<file path="src/rtl/globals.sv">
// Shared ALU datapath constants: word length, ALU op codes and destination selects.
package globals;

  localparam int unsigned WORDLEN = 16;

  localparam logic [3:0] ALU_CLR  = 4'd0;   // q = 0
  localparam logic [3:0] ALU_SET  = 4'd1;   // q = all ones
  localparam logic [3:0] ALU_PASS = 4'd2;   // q = sbus
  localparam logic [3:0] ALU_NOT  = 4'd3;   // q = ~sbus
  localparam logic [3:0] ALU_INCS = 4'd4;   // q = sbus + 1
  localparam logic [3:0] ALU_ACC  = 4'd5;   // q = acc
  localparam logic [3:0] ALU_ADD  = 4'd6;   // q = acc + sbus
  localparam logic [3:0] ALU_SUBA = 4'd7;   // q = acc - sbus
  localparam logic [3:0] ALU_SUBS = 4'd8;   // q = sbus - acc
  localparam logic [3:0] ALU_AND  = 4'd9;   // q = acc & sbus
  localparam logic [3:0] ALU_OR   = 4'd10;  // q = acc | sbus
  localparam logic [3:0] ALU_INCA = 4'd11;  // q = acc + 1

  localparam logic [3:0] DST_ACC  = 4'd1;   // acc <= shift at the clock edge

endpackage

</file>
<file path="src/rtl/alu_req_sequencer_if.sv">
// Request/response bundle between the two ALU clients and the sequencer.
interface alu_req_sequencer_if;

  logic [1:0]                   req_valid;
  logic [1:0]                   req_ready;
  logic [3:0]                   req_op0;
  logic [globals::WORDLEN-1:0]  req_a0;
  logic [globals::WORDLEN-1:0]  req_b0;
  logic [3:0]                   req_op1;
  logic [globals::WORDLEN-1:0]  req_a1;
  logic [globals::WORDLEN-1:0]  req_b1;
  logic                         rsp_valid;
  logic                         rsp_ready;
  logic                         rsp_id;
  logic [globals::WORDLEN-1:0]  rsp_data;

  // Client side
  modport master (
    output req_valid, req_op0, req_a0, req_b0, req_op1, req_a1, req_b1, rsp_ready,
    input  req_ready, rsp_valid, rsp_id, rsp_data
  );

  // Sequencer side
  modport slave (
    input  req_valid, req_op0, req_a0, req_b0, req_op1, req_a1, req_b1, rsp_ready,
    output req_ready, rsp_valid, rsp_id, rsp_data
  );

endinterface

</file>
<file path="src/rtl/alu_req_sequencer.sv">
// Round-robin sequencer sharing one ALU between two requesters: optional acc load,
// one execute cycle, then a held response until the consumer takes it.
module alu_req_sequencer #(
  parameter logic [3:0] DST_NOP = 4'd0
) (
  input  logic                        clk,
  input  logic                        rst,
  alu_req_sequencer_if.slave          req_if,
  output logic [3:0]                  ctl_dest_o,
  output logic [3:0]                  ctl_alu_o,
  output logic [globals::WORDLEN-1:0] sbus_o,
  output logic [globals::WORDLEN-1:0] shift_o,
  input  logic [globals::WORDLEN-1:0] q_i
);

  localparam int unsigned W = globals::WORDLEN;

  localparam logic [1:0] IDLE = 2'd0;
  localparam logic [1:0] LOAD = 2'd1;
  localparam logic [1:0] EXEC = 2'd2;
  localparam logic [1:0] RESP = 2'd3;

  logic [1:0]   state_q, state_d;
  logic         rr_q, rr_d;
  logic         id_q, id_d;
  logic [3:0]   op_q, op_d;
  logic [W-1:0] a_q, a_d;
  logic [W-1:0] b_q, b_d;
  logic         rsp_valid_q, rsp_valid_d;
  logic         rsp_id_q, rsp_id_d;
  logic [W-1:0] rsp_data_q, rsp_data_d;
  logic [3:0]   ctl_dest_q, ctl_dest_d;
  logic [3:0]   ctl_alu_q, ctl_alu_d;
  logic [W-1:0] sbus_q, sbus_d;
  logic [W-1:0] shift_q, shift_d;
  logic [1:0]   grant;

  // Ops that read the accumulator need operand a loaded first
  function automatic logic needs_acc(input logic [3:0] op);
    case (op)
      globals::ALU_ACC, globals::ALU_ADD, globals::ALU_SUBA, globals::ALU_SUBS,
      globals::ALU_AND, globals::ALU_OR,  globals::ALU_INCA: needs_acc = 1'b1;
      default:                                               needs_acc = 1'b0;
    endcase
  endfunction

  always_comb begin
    state_d    = state_q;
    rr_d       = rr_q;
    id_d       = id_q;
    op_d       = op_q;
    a_d        = a_q;
    b_d        = b_q;
    rsp_id_d   = rsp_id_q;
    rsp_data_d = rsp_data_q;
    grant      = 2'b00;

    if (state_q == IDLE && !rst) begin
      grant[0] = req_if.req_valid[0] & (~req_if.req_valid[1] | ~rr_q);
      grant[1] = req_if.req_valid[1] & (~req_if.req_valid[0] |  rr_q);
    end

    case (state_q)
      IDLE: begin
        if (|grant) begin
          id_d    = grant[1];
          op_d    = grant[1] ? req_if.req_op1 : req_if.req_op0;
          a_d     = grant[1] ? req_if.req_a1  : req_if.req_a0;
          b_d     = grant[1] ? req_if.req_b1  : req_if.req_b0;
          rr_d    = ~grant[1];
          state_d = needs_acc(op_d) ? LOAD : EXEC;
        end
      end
      LOAD: state_d = EXEC;
      EXEC: begin
        rsp_data_d = q_i;
        rsp_id_d   = id_q;
        state_d    = RESP;
      end
      RESP: if (req_if.rsp_ready) state_d = IDLE;
      default: state_d = IDLE;
    endcase

    // Control outputs are registered, so they are derived from the state being entered
    ctl_dest_d  = (state_d == LOAD) ? globals::DST_ACC : DST_NOP;
    shift_d     = (state_d == LOAD) ? a_d : '0;
    ctl_alu_d   = (state_d == EXEC) ? op_d : globals::ALU_CLR;
    sbus_d      = (state_d == EXEC) ? b_d : '0;
    rsp_valid_d = (state_d == RESP);
  end

  always_ff @(posedge clk or posedge rst) begin
    if (rst) begin
      state_q     <= IDLE;
      rr_q        <= 1'b0;
      id_q        <= 1'b0;
      op_q        <= 4'd0;
      a_q         <= '0;
      b_q         <= '0;
      rsp_valid_q <= 1'b0;
      rsp_id_q    <= 1'b0;
      rsp_data_q  <= '0;
      ctl_dest_q  <= DST_NOP;
      ctl_alu_q   <= globals::ALU_CLR;
      sbus_q      <= '0;
      shift_q     <= '0;
    end else begin
      state_q     <= state_d;
      rr_q        <= rr_d;
      id_q        <= id_d;
      op_q        <= op_d;
      a_q         <= a_d;
      b_q         <= b_d;
      rsp_valid_q <= rsp_valid_d;
      rsp_id_q    <= rsp_id_d;
      rsp_data_q  <= rsp_data_d;
      ctl_dest_q  <= ctl_dest_d;
      ctl_alu_q   <= ctl_alu_d;
      sbus_q      <= sbus_d;
      shift_q     <= shift_d;
    end
  end

  assign req_if.req_ready = grant;
  assign req_if.rsp_valid = rsp_valid_q;
  assign req_if.rsp_id    = rsp_id_q;
  assign req_if.rsp_data  = rsp_data_q;
  assign ctl_dest_o       = ctl_dest_q;
  assign ctl_alu_o        = ctl_alu_q;
  assign sbus_o           = sbus_q;
  assign shift_o          = shift_q;

endmodule

</file>
<file path="src/flat_wrapper.sv">
// flat-port wrapper written by rule: the top's interface ports become plain ports
module alu_req_sequencer_flat 
#(
  parameter logic [3:0] DST_NOP = 4'd0
)
  (clk, rst, ctl_dest_o, ctl_alu_o, sbus_o, shift_o, q_i, req_if_req_valid, req_if_req_op0, req_if_req_a0, req_if_req_b0, req_if_req_op1, req_if_req_a1, req_if_req_b1, req_if_rsp_ready, req_if_req_ready, req_if_rsp_valid, req_if_rsp_id, req_if_rsp_data);
  alu_req_sequencer_if req_if_i ();
  input  logic clk;
  input  logic rst;
  output logic [3:0] ctl_dest_o;
  output logic [3:0] ctl_alu_o;
  output logic [globals::WORDLEN-1:0] sbus_o;
  output logic [globals::WORDLEN-1:0] shift_o;
  input  logic [globals::WORDLEN-1:0] q_i;
  input wire logic [$bits(req_if_i.req_valid)-1:0] req_if_req_valid;
  input wire logic [$bits(req_if_i.req_op0)-1:0] req_if_req_op0;
  input wire logic [$bits(req_if_i.req_a0)-1:0] req_if_req_a0;
  input wire logic [$bits(req_if_i.req_b0)-1:0] req_if_req_b0;
  input wire logic [$bits(req_if_i.req_op1)-1:0] req_if_req_op1;
  input wire logic [$bits(req_if_i.req_a1)-1:0] req_if_req_a1;
  input wire logic [$bits(req_if_i.req_b1)-1:0] req_if_req_b1;
  input wire logic [$bits(req_if_i.rsp_ready)-1:0] req_if_rsp_ready;
  output wire logic [$bits(req_if_i.req_ready)-1:0] req_if_req_ready;
  output wire logic [$bits(req_if_i.rsp_valid)-1:0] req_if_rsp_valid;
  output wire logic [$bits(req_if_i.rsp_id)-1:0] req_if_rsp_id;
  output wire logic [$bits(req_if_i.rsp_data)-1:0] req_if_rsp_data;
  assign req_if_i.req_valid = req_if_req_valid;
  assign req_if_i.req_op0 = req_if_req_op0;
  assign req_if_i.req_a0 = req_if_req_a0;
  assign req_if_i.req_b0 = req_if_req_b0;
  assign req_if_i.req_op1 = req_if_req_op1;
  assign req_if_i.req_a1 = req_if_req_a1;
  assign req_if_i.req_b1 = req_if_req_b1;
  assign req_if_i.rsp_ready = req_if_rsp_ready;
  assign req_if_req_ready = req_if_i.req_ready;
  assign req_if_rsp_valid = req_if_i.rsp_valid;
  assign req_if_rsp_id = req_if_i.rsp_id;
  assign req_if_rsp_data = req_if_i.rsp_data;
  alu_req_sequencer #(.DST_NOP(DST_NOP)) u_core (.clk(clk), .rst(rst), .req_if(req_if_i), .ctl_dest_o(ctl_dest_o), .ctl_alu_o(ctl_alu_o), .sbus_o(sbus_o), .shift_o(shift_o), .q_i(q_i));
endmodule
</file>
<file path="config.mk">
export PLATFORM = sky130hd
export DESIGN_NAME = alu_req_sequencer_flat
export DESIGN_NICKNAME = d
export VERILOG_FILES = /design/src/rtl/globals.sv /design/src/rtl/alu_req_sequencer_if.sv /design/src/rtl/alu_req_sequencer.sv /design/src/flat_wrapper.sv
export SDC_FILE = /design/constraint.sdc
export NUM_CORES = 1
export LEC_CHECK = 0
export CAP_MARGIN = 5
export CELL_PAD_IN_SITES_DETAIL_PLACEMENT = 1
export CELL_PAD_IN_SITES_GLOBAL_PLACEMENT = 2
export CORE_MARGIN = 2
export CORE_UTILIZATION = 28
export DETAILED_ROUTE_END_ITERATION = 7
export PLACE_DENSITY_LB_ADDON = 0.15
export SLEW_MARGIN = 5
export SYNTH_ARGS = -nofsm -noshare
export SYNTH_HDL_FRONTEND = slang
export SYNTH_SLANG_ARGS = --single-unit
</file>
<file path="constraint.sdc">
create_clock -name clk -period 4.4 [get_ports clk]
set_input_delay 1.1 -clock clk [delete_from_list [all_inputs] [get_ports clk]]
set_output_delay 1.1 -clock clk [all_outputs]
set_load 0.005 [all_outputs]
</file>
# [Word level (Yosys, flattened, before mapping)]
# Cells that the tools add are included.
[word_totals] ramBits=0 n_memories=0 wordCells=61 latch_bits=0 out_inout_bits=60 rom_bits=0 inputBits=93 regBits=98
[classes] multipliers=0 bitwise_logic=8 shifts=0 eq_ne=13 n_mux=21 magnitude_cmp=0 n_addsub=0 div_mod_pow=0 reduce_logical=6
[op_table] cell="2-to-1 mux 16 bit" count=8
[op_table] cell="== test 4 bit (second input constant)" count=4
[op_table] cell="2-to-1 mux 4 bit" count=4
[op_table] cell="== test 4 x 3 -> 1 bit (second input constant)" count=3
[op_table] cell="== test 2 bit (second input constant)" count=4
[op_table] cell="2-to-1 mux 2 bit" count=4
[op_table] cell="case mux 2 bit (4 select lines)" count=1
[op_table] cell="OR reduction 7 bit" count=1
[op_table] cell="== test 2 x 1 -> 1 bit (second input constant)" count=2
[op_table] cell="2-to-1 mux 1 bit" count=4
[op_table] cell="NOT 1 bit" count=4
[op_table] cell="bitwise AND 1 bit" count=2
[op_table] cell="logical NOT 2 bit" count=1
[op_table] cell="bitwise OR 1 bit" count=2
[op_table] cell="AND reduction 2 bit" count=1
[op_table] cell="OR reduction 2 bit" count=1
[op_table] cell="logical AND 1 bit" count=1
[op_table] cell="logical NOT 1 bit" count=1

# [Depth between registers and ports, before layout]
# Gate-level depths: netlist (run 1).
[depth] word_depth=15 ltp_mapped=7 ltp_nobuf=5

# [Worst setup path before layout (run 1)]
# No wires, ideal clock.
[synth_timing] kind="input -> output" from="in rst" to="out req_if_req_ready[1]" path_buffers=2 path_stages=5 t_arrival_ps=2016 setup_slack_ps=1284 t_required_ps=3300 path_cell_list="nor3_4 > nand3_4 > inv_2 > buf_2 > buf_2"
[synth_between] elab_chain_cells=3
[synth_rtl] element="from (decl)" line_no="flat_wrapper.sv:9" rtl="input logic rst;"
[synth_rtl] element="logical NOT 1 bit" line_no="alu_req_sequencer.sv:58" rtl="if (state_q == IDLE && !rst) begin"
[synth_rtl] element="logical AND 1 bit" line_no="alu_req_sequencer.sv:58"
[synth_rtl] element="2-to-1 mux 2 bit" line_no="alu_req_sequencer.sv:58"
[synth_rtl] element="to (decl)" line_no="flat_wrapper.sv:23" rtl="output wire logic [$bits(req_if_i.req_ready)-1:0] req_if_req_ready;"
# No other way between the ends.

# [Worst setup path after layout (run 1)]
# Ends and elaborated chain as after synthesis.

==> metrics, run 1 <==
Row Count=45; clock sinks=95; # DRC=0; Resize count post-CTS=0; hold path depth=2; crit path from=rst; Post-synth top cells=95 x dfrtp_1, 36 x and3_1, 36 x nor2_1, 24 x clkbuf_1, 21 x a21boi_0; Seq cells post-synth=95; simple-gate share of the synthesized area=18.1%; Max Fclk=0.266 GHz; WHS Endpoint=u_core.id_q$_DFFE_PP0P_; post-place setup slack=0.619 ns; post-synthesis sequential area ratio=54.6%; hpwl dp=8860 microns; largest net degree at the start of global routing=65; Hold Path Class=reg2reg; P&R area growth vs syn=44.7%; post-synthesis mux area share=4.97%; Hold Slack=0.475 ns; reg2reg path depth=6; drt pass-1 iters=4; # fillers=1665; compound-cell area share of the yosys netlist=17.8%; R2R Path Start=u_core.state_q[0]$_DFF_PP0_; Ys Warns=0; Max Cap Viol=0; number of buffers created by CTS=9; drt total wl=13600 microns; Die Width=129 microns; required time of the critical path=3.30 ns; Slew headroom=23.8%; critical path arrival=2.66 ns; area share of the largest cell type after synthesis=54.6%; root buffer cell=clkbuf_16; GRT Total Usage=16.8%; grt ovf=0; nets=615; critical path type=in2out; core area=15200 sq um; Setup violations, final=0; fin crit share=85.5%; Vias=3666; Async S/R FF share, synth=100%; first-pass GRT wire length=21300 microns; die height=129 microns; Hold Path Origin=u_core.id_q$_DFFE_PP0P_; antenna viol nets, final=0; largest family of logic cells by synthesized area=simple AND/OR/NAND/NOR gates; Power Dens Cells=520 nW/um^2; setup TNS=0 ns; Reg clk slew, reported paths=0.06 ns; Post-CTS Hold Buffers=0; syn avg cell area=11.3 sq um; worst-path fanout max=4; FF-to-FF End=u_core.sbus_o[0]$_DFF_PP0_; Buf/Inv on CP=3; 1st-iter DRT viols=198; Initial Utilization=28.7%; post-synthesis xor/xnor area fraction=0%; synthesized-area fraction occupied by adder cells=0%; Clock Latency Late Sink=0.35 ns; dominant cells by area after synthesis=dfrtp_1 55%, and3_1 5.2%, mux2_2 4.7%, nand4b_1 4.0%, o31a_1 4.0%; Worst path max stage delay=0.51 ns; Slew Viols, Final=0; Hold Fails Final Rpt=0; RePlAce Congestion=0.711; Distinct cells, synth=35; vias per inst=5.13; RSZ-0062 raised after global routing=no; CTS tree=done; number of global-route vias before repair=3886; maximum VDD drop=0.232 mV; initial antenna violation count=0; Slew @ Worst Pin=1.14 ns; post-synth top area cell=dfrtp_1; CP most frequent cell=clkdlybuf4s50_1; WL/cell=19.0 microns; CP cell instances=clkdlybuf4s50_1 > nor3_4 > nand3_4 > inv_2 > clkdlybuf4s50_1; Longest Clk Path Bufs=2; cells after synthesis=387; I/O Buffers=149; H-tree Lvls=3; register-to-register setup slack=1.92 ns; startpoint types=input port; Inserted Diodes=0; final worst slack=0.639 ns; Post-synth EDFFs=0; leakage power=2.62 nW; fraction of layout cells with a size suffix above 1=11.4%; slowest cell on the critical path=clkdlybuf4s50_1; post-route minimum period=3.76 ns; Post-synth top flop=dfrtp_1; Setup Buffers After CTS=0; synthesized area=4360 sq um; clock skew=0.00765 ns; most frequent cell after synthesis=dfrtp_1; die area=16600 sq um; Crit path max-delay family=buffers and inverters; I/O pins=153; status=completed; Worst Setup End Kind=output pin
-- power by group --
| part | internal [W] | switching (W) |
|---|---|---|
| combinational | 0.000657 | 0.000560 |
| clock | 0.000415 | 0.000332 |
| sequential | 0.00119 | 0.000122 |
| total | 0.00226 | 0.00101 |
-- kinds of logic (layout without fill, tap and decap cells) --
| kind of cell | after synthesis | count (layout) |
|---|---|---|
| mux | 19 | 19 |
| simple gates | 124 | 124 |
| flops | 95 | 95 |
| compound gates | 105 | 105 |
| buf+inv | 43 | 181 |
| other cells | 1 | 3 |
-- flip-flops by register name, summed over array words and instances, names as in the netlist --
name / cells
u_core.req_if.rsp_valid: 1
u_core.rr_q: 1
u_core.shift_o: 16
u_core.ctl_dest_o: 1
u_core.id_q: 1
u_core.req_if.rsp_id: 1
u_core.a_q: 16
u_core.sbus_o: 16
u_core.state_q: 2
u_core.b_q: 16
u_core.op_q: 4
u_core.req_if.rsp_data: 16
u_core.ctl_alu_o: 4
-- worst max path at each step --
stage | to | depth (start not counted)
after floorplan | u_core.a_q[0]$_DFF_PP0_ | 1
after global placement | req_if_req_ready[1] | 5
after detailed placement | req_if_req_ready[1] | 5
after CTS | req_if_req_ready[1] | 5
after global routing | req_if_req_ready[1] | 5
final | req_if_req_ready[1] | 5
-- layer usage --
layer	GRT usage, %	wire (microns)	up-vias
met4	5.31	172	0
met5	0	0	-
met3	3.66	698	11
met1	23.4	6500	1836
li1	-	-	1710
met2	26.3	6230	109
-- worst reg2reg max path: stages (launching register included) --
cell and delay, ns:
dfrtp_1 0.46, nor3_4 0.30, nand3_4 0.11, inv_2 0.11, buf_4 0.54, mux2_2 0.66
a21oi_1 0.15
-- area by class of cell --
type	instances	area [sq um]	share of cell area [%]
timing repair buffer	162	1590	25.2
tap	188	235	3.73
sequential	95	2380	37.7
inverter	3	13.8	0.218
multi-input combinational	251	1810	28.7
clock inverter	2	15.0	0.238
clock buffer	14	264	4.19
-- through the flow --
step                      instances  instance area [sq um]  util (%)  power, W
after detailed placement        699                   6020      39.6   0.00256
after global placement          699                   6020      39.6   0.00252
after floorplan                 389                   4360         -   0.00199
after CTS                       715                   6300      41.5   0.00333
after global routing            715                   6300      41.5   0.00350
final                           715                   6300      41.5   0.00328
-- cell usage in the layout (no fill, tap or decap), drive strengths merged --
cell and instances:
a211oi 16, a21boi 22, a21oi 20, and3 36, buf 13, clkbuf 14
clkdlybuf4s50 149, clkinvlp 2, conb 3, dfrtp 95, inv 3, mux2 18
mux2i 1, nand2 5, nand2b 6, nand3 2, nand4b 20, nor2 36
nor2b 1, nor3 1, nor4 16, o21ai 6, o21bai 1, o311ai 20
o31a 20, or3 1
(Power assumes the default switching activity.)
==> run 2: changes to the inputs <==
--- a/config.mk
+++ b/config.mk
@@ -12,7 +12,7 @@
 export CORE_UTILIZATION = 28
 export DETAILED_ROUTE_END_ITERATION = 7
 export PLACE_DENSITY_LB_ADDON = 0.15
-export SLEW_MARGIN = 5
+export SLEW_MARGIN = 10
 export SYNTH_ARGS = -nofsm -noshare
 export SYNTH_HDL_FRONTEND = slang
 export SYNTH_SLANG_ARGS = --single-unit
==> results of run 2 <==
No change in the layout: final DEF, timing and power equal those of run 1.
